===== src/rtl/qspi_flash_responder.sv =====
// qspi_flash_responder: oversampled QSPI flash target serving quad fast reads from a byte memory
module qspi_flash_responder #(
   parameter int ADDR_W      = 16,
   parameter int SYNC_STAGES = 2
) (
   input  logic              clk,
   input  logic              rst_n,
   input  logic              sclk,
   input  logic              cs_n,
   input  logic [3:0]        io_in,
   output logic [3:0]        io_out,
   output logic [3:0]        io_oe,
   output logic [ADDR_W-1:0] mem_addr,
   output logic              mem_rd,
   input  logic [7:0]        mem_data,
   output logic              qe,
   output logic              wel,
   output logic              cont_mode
);
   typedef enum logic [2:0] {IDLE, CMD, ADDR, MODE, DUMMY, DATA, SRW, IGNORE} state_t;
   state_t state, state_n;
   logic [5:0] sy [SYNC_STAGES];
   logic sclk_d, cs_d, rd_d, sclk_s, cs_s, rise, fall, cs_fall;
   logic [3:0] io_s, cnt, cnt_n, mh, mh_n, oe_n, out_n;
   logic [6:0] sh, sh_n;
   logic [7:0] dat;
   logic [ADDR_W-1:0] addr_n;
   logic ph, ph_n, rd_n, qe_n, wel_n, cont_n;
   assign sclk_s  = sy[SYNC_STAGES-1][5];
   assign cs_s    = sy[SYNC_STAGES-1][4];
   assign io_s    = sy[SYNC_STAGES-1][3:0];
   assign rise    = sclk_s & ~sclk_d & ~cs_s;
   assign fall    = ~sclk_s & sclk_d & ~cs_s;
   assign cs_fall = cs_d & ~cs_s;
   // synchronize {sclk, cs_n, io_in} together and keep one sample of history for edge detection
   always_ff @(posedge clk) begin
      if (!rst_n) begin
         for (int i = 0; i < SYNC_STAGES; i++) sy[i] <= 6'b010000;
         sclk_d <= 1'b0;
         cs_d   <= 1'b1;
      end else begin
         sy[0] <= {sclk, cs_n, io_in};
         for (int i = 1; i < SYNC_STAGES; i++) sy[i] <= sy[i-1];
         sclk_d <= sclk_s;
         cs_d   <= cs_s;
      end
   end
   // capture the byte returned the cycle after each read strobe and hold it for the data phase
   always_ff @(posedge clk) begin
      if (!rst_n) begin
         rd_d <= 1'b0;
         dat  <= 8'h00;
      end else begin
         rd_d <= mem_rd;
         if (rd_d) dat <= mem_data;
      end
   end
   // protocol state and output registers
   always_ff @(posedge clk) begin
      if (!rst_n) begin
         state     <= IDLE;
         cnt       <= '0;
         sh        <= '0;
         mh        <= '0;
         ph        <= 1'b0;
         mem_addr  <= '0;
         mem_rd    <= 1'b0;
         io_oe     <= '0;
         io_out    <= '0;
         qe        <= 1'b0;
         wel       <= 1'b0;
         cont_mode <= 1'b0;
      end else begin
         state     <= state_n;
         cnt       <= cnt_n;
         sh        <= sh_n;
         mh        <= mh_n;
         ph        <= ph_n;
         mem_addr  <= addr_n;
         mem_rd    <= rd_n;
         io_oe     <= oe_n;
         io_out    <= out_n;
         qe        <= qe_n;
         wel       <= wel_n;
         cont_mode <= cont_n;
      end
   end
   // next-state: CS high aborts any transaction; otherwise each state consumes sclk edges
   always_comb begin
      state_n = state;
      cnt_n   = cnt;
      sh_n    = sh;
      mh_n    = mh;
      ph_n    = ph;
      addr_n  = mem_addr;
      rd_n    = 1'b0;
      oe_n    = io_oe;
      out_n   = io_out;
      qe_n    = qe;
      wel_n   = wel;
      cont_n  = cont_mode;
      if (state != IDLE && cs_s) begin
         state_n = IDLE;
         cnt_n   = '0;
         oe_n    = '0;
         if (state == SRW) wel_n = 1'b0;
         if (state == ADDR || state == MODE) cont_n = 1'b0;
      end else begin
         case (state)
            IDLE: if (cs_fall) begin
               state_n = cont_mode ? ADDR : CMD;
               cnt_n   = '0;
            end
            CMD: if (rise) begin
               sh_n  = {sh[5:0], io_s[0]};
               cnt_n = cnt + 4'd1;
               if (cnt == 4'd7) begin
                  cnt_n   = '0;
                  state_n = IGNORE;
                  case ({sh, io_s[0]})
                     8'h06:   wel_n = 1'b1;
                     8'hFF:   cont_n = 1'b0;
                     8'h01:   state_n = wel ? SRW : IGNORE;
                     8'hEB:   state_n = qe ? ADDR : IGNORE;
                     default: state_n = IGNORE;
                  endcase
               end
            end
            SRW: if (rise) begin
               sh_n  = {sh[5:0], io_s[0]};
               cnt_n = cnt + 4'd1;
               if (cnt == 4'd15) begin
                  qe_n    = sh[0];
                  wel_n   = 1'b0;
                  state_n = IGNORE;
               end
            end
            ADDR: if (rise) begin
               addr_n = {mem_addr[ADDR_W-5:0], io_s};
               cnt_n  = cnt + 4'd1;
               if (cnt == 4'd5) begin
                  cnt_n   = '0;
                  state_n = MODE;
               end
            end
            MODE: if (rise) begin
               mh_n  = io_s;
               cnt_n = cnt + 4'd1;
               if (cnt == 4'd1) begin
                  cont_n  = mh == 4'hA;
                  rd_n    = 1'b1;
                  cnt_n   = '0;
                  state_n = DUMMY;
               end
            end
            DUMMY: begin
               if (rise) cnt_n = cnt + 4'd1;
               if (fall && cnt == 4'd4) begin
                  oe_n    = 4'hF;
                  out_n   = dat[7:4];
                  ph_n    = 1'b0;
                  state_n = DATA;
               end
            end
            DATA: begin
               if (rise && ph) begin
                  addr_n = mem_addr + 1'b1;
                  rd_n   = 1'b1;
               end
               if (fall) begin
                  ph_n  = ~ph;
                  out_n = ph ? dat[7:4] : dat[3:0];
               end
            end
            default: oe_n = '0;
         endcase
      end
   end
endmodule

===== config.mk =====
export PLATFORM = sky130hd
export DESIGN_NAME = qspi_flash_responder
export DESIGN_NICKNAME = d
export VERILOG_FILES = /design/src/rtl/qspi_flash_responder.sv
export SDC_FILE = /design/constraint.sdc
export NUM_CORES = 1
export LEC_CHECK = 0
export ABC_AREA = 1
export CAP_MARGIN = 20
export CORE_ASPECT_RATIO = 1.2
export CORE_UTILIZATION = 25
export DETAILED_ROUTE_END_ITERATION = 6
export MAX_ROUTING_LAYER = met4
export PLACE_DENSITY = 0.45
export SYNTH_ARGS = -nofsm -noshare
export SYNTH_HDL_FRONTEND = slang
export SYNTH_SLANG_ARGS = --single-unit

===== constraint.sdc =====
create_clock -name clk -period 1.8 [get_ports clk]
set_clock_uncertainty 0.1 [all_clocks]
set_input_delay 0.27 -clock clk [delete_from_list [all_inputs] [get_ports clk]]
set_output_delay 0.27 -clock clk [all_outputs]
set_load 0.05 [all_outputs]

==> summary.md <==
| Metric | Value |
|---|---|
| Status | complete, no violations |
| Share of layout cells above drive strength 1 | 0.1719 |
| Warnings from Yosys | 0 |
| Clock buffer count from CTS | 9 |
| Psw | 0.001550 W |
| Post CTS Setup Buffer Count | 0 |
| Area of the die | 0.01446 mm² |
| Hold path depth | 2 |
| Final Hold Viols | 0 |
| Worst-path clk slew | 0.06 ns |
| Critical path class | flop to flop |
| Synth-to-Final Area Change | 29.82% |
| Peak VDD IR | 0.5070 mV |
| Clock sinks | 67 |
| Period utilisation layout | 0.9120 |
| WHS | 0.3127 ns |
| Fin crit period | 1.642 ns |
| GP Congestion | 0.8596 |
| Final Setup Violations | 0 |
| N_diodes | 0 |
| R2r setup slk | 0.16 ns |
| Fin. max-slew vios | 0 |
| Rows | 46 |
| Worst reg2reg path depth | 7 |
| Worst-Skew Late Latency | 0.33 ns |
| Crit path arrival time | 1.80 ns |
| Drc violations | 0 |
| First-pass GRT wire length | 15.65 mm |
| Flop pwr share | 0.340 |
| Vias in the first global route | 3283 |
| Reg2reg start | state[2]$_SDFFE_PP0P_ |
| CTS tree | done |
| Total GRT Usage | 0.1409 |
| RSZ-0062 raised after global routing | false |
| Switching Share | 0.3213 |
| Comb pwr share | 0.255 |
| H-tree level count | 3 |
| Final #Nets | 620 |
| Via density per instance | 4.445 |
| Grt ovf | 0 |
| Drt pass-1 iters | 5 |
| Pre-CTS setup slack | 0.09315 ns |
| HPWL after detailed placement | 7.032 mm |
| Largest net degree at the start of global routing | 36 |
| F_max | 0.6091 GHz |
| Post-route setup slack | 0.1584 ns |
| #FFs+latches synth | 67 |
| Slew @ Worst Pin | 0.3195 ns |
| Hold Path Class | flop to flop |
| Rel. slew slack | 0.7870 |
| Core area | 0.01341 mm² |
| Seq/Total Area, Yosys | 0.3838 |
| Synthesized area | 0.003495 mm² |
| Port bufs | 43 |
| Power density cells | 1063 mW/mm² |
| Drt wl/cell | 12.07 µm |
| Avg Inst Size Synth | 6.496 µm² |
| P_int | 0.003274 W |
| Drt total wl | 9.328 mm |
| Sum Neg Setup Slack | 0 ns |
| Clock group share of total power | 0.405 |
| CP Capture Type | flop |
| Initial antenna violation count | 0 |
| RR Endpoint | mem_addr[10]$_SDFFE_PN0P_ |
| Syn_nets | 558 |
| Total Power | 0.004823 W |
| Worst Path Max Fanout | 22 |
| Post-Syn Instances | 538 |
| LEAKAGE | 1.955 nW |
| Worst setup SP type | flop |
| Synth cell types | 37 |
| Hold path startpoint | sy[0][5]$_SDFF_PN0_ |
| Critical Path RT | 1.96 ns |
| Die Span X | 109.9 µm |
| Fill count | 1471 |
| Clock root cell | clkbuf_16 |
| Max-Cap Viols | 0 |
| Clock buffer depth | 2 |
| Ports | 44 |
| Post-route ant nets | 0 |
| Routed vias | 3436 |
| Starting Density | 0.2606 |
| Hold path endpoint | sy[0][11]$_SDFF_PN0_ |
| Die height | 131.5 µm |
| DR iter-0 viols | 165 |
worst max-delay path: stages (launching register included):
cell,delay (ns)
dfxtp_1,0.50
nand2_4,0.13
nor2_8,0.15
buf_12,0.17
inv_2,0.14
o21ai_0,0.19
nand2_1,0.07
a21oi_1,0.11
per-layer routing:
metal,vias up,global-route usage,routed length (µm)
met5,-,-,0
met4,0,0.04889,108
met3,6,0.02877,260
met2,45,0.2292,4574
met1,1547,0.1701,4384
li1,1838,-,-
logic make-up after synthesis:
group / count (synthesis) / share of synthesized area
xor+xnor: 2 / 0.005013
compound gates: 95 / 0.1432
simple gates: 286 / 0.3512
fa+ha+maj: 4 / 0.01432
flops: 67 / 0.3838
buf+inv: 84 / 0.1024
layout by cell type, fill, tap and decap left out, types with 6 or more instances in the layout:
cell type        instances
a21oi_1                 34
nor2_1                  74
inv_1                   57
buf_4                   52
clkbuf_16                9
nand2_1                141
nand4_1                  6
nand3_1                 39
nor2_2                   6
inv_2                    7
clkdlybuf4s50_1         15
o21ai_0                 45
dfxtp_1                 63
final cells by class:
cell class | instances | area, µm² | area share
multi-input cells | 387 | 1812 | 0.3993
inverters | 66 | 254.0 | 0.05598
flip-flops and latches | 67 | 1346 | 0.2967
clock buffers | 10 | 239.0 | 0.05268
well taps | 168 | 210.2 | 0.04633
repair buffers | 69 | 580.6 | 0.1280
clock inverters | 6 | 95.09 | 0.02096
metrics by stage:
| stage | util | cells | area [µm²] |
|---|---|---|---|
| global route | 0.3383 | 773 | 4537 |
| detailed placement | 0.3117 | 757 | 4180 |
| finish | 0.3383 | 773 | 4537 |
| global placement | 0.3117 | 757 | 4180 |
| floorplan | - | 538 | 3497 |
| CTS | 0.3366 | 773 | 4514 |
power groups by stage:
stage,registers (W),clock network (W),logic [W]
finish,0.00164,0.00195,0.00123
global route,0.00165,0.00208,0.00138
CTS,0.00164,0.00203,0.00121
detailed placement,0.00167,0,0.00120
global placement,0.00167,0,0.00121
floorplan,0.00168,0,0.000815
worst max path at each step:
stage	slack (ns)	depth (start not counted)	endpoint	start
after floorplan	0.05	7	mem_addr[12]$_SDFFE_PN0P_	mem_addr[3]$_SDFFE_PN0P_
after global placement	0.08	9	cont_mode$_SDFFE_PN0P_	cnt[0]$_SDFFE_PP0P_
after detailed placement	0.09	7	sh[4]$_SDFFE_PN0P_	state[1]$_SDFFE_PP0P_
after CTS	0.08	7	sh[0]$_SDFFE_PN0P_	state[1]$_SDFFE_PP0P_
after global routing	0.004	9	state[0]$_SDFFE_PP0P_	state[2]$_SDFFE_PP0P_
final	0.16	7	mem_addr[10]$_SDFFE_PN0P_	state[2]$_SDFFE_PP0P_
synth_stat cells, drive strengths merged:
library cell,number,area share
buf,12,0.024
nand2,147,0.17
inv,65,0.071
nor3,3,0.0043
and2,3,0.0054
ha,4,0.014
a31oi,2,0.0036
clkbuf,6,0.0064
a21boi,1,0.0021
and3,1,0.0018
dfxtp,67,0.38
nand3b,1,0.0021
nand4,6,0.011
o22ai,3,0.0054
a211oi,1,0.0021
nor4,1,0.0018
nor2,82,0.098
xor2,2,0.0050
or2,2,0.0036
nand3,40,0.059
clkinv,1,0.0011
a21oi,38,0.058
o21ai,49,0.070
o211ai,1,0.0021
state kept, by name, summed over array words and instances (netlist names), 3 cells and up:
| signal | count |
|---|---|
| io_out | 4 |
| mh | 4 |
| sh | 7 |
| mem_addr | 16 |
| dat | 8 |
| sy | 12 |
| state | 3 |
| cnt | 4 |
what timing repair did:
action,CTS,global route
setup endpoints to repair,0,22
gates resized for setup,0,8
hold buffers,0,0
Note: power is estimated with default switching activity, not from simulation.
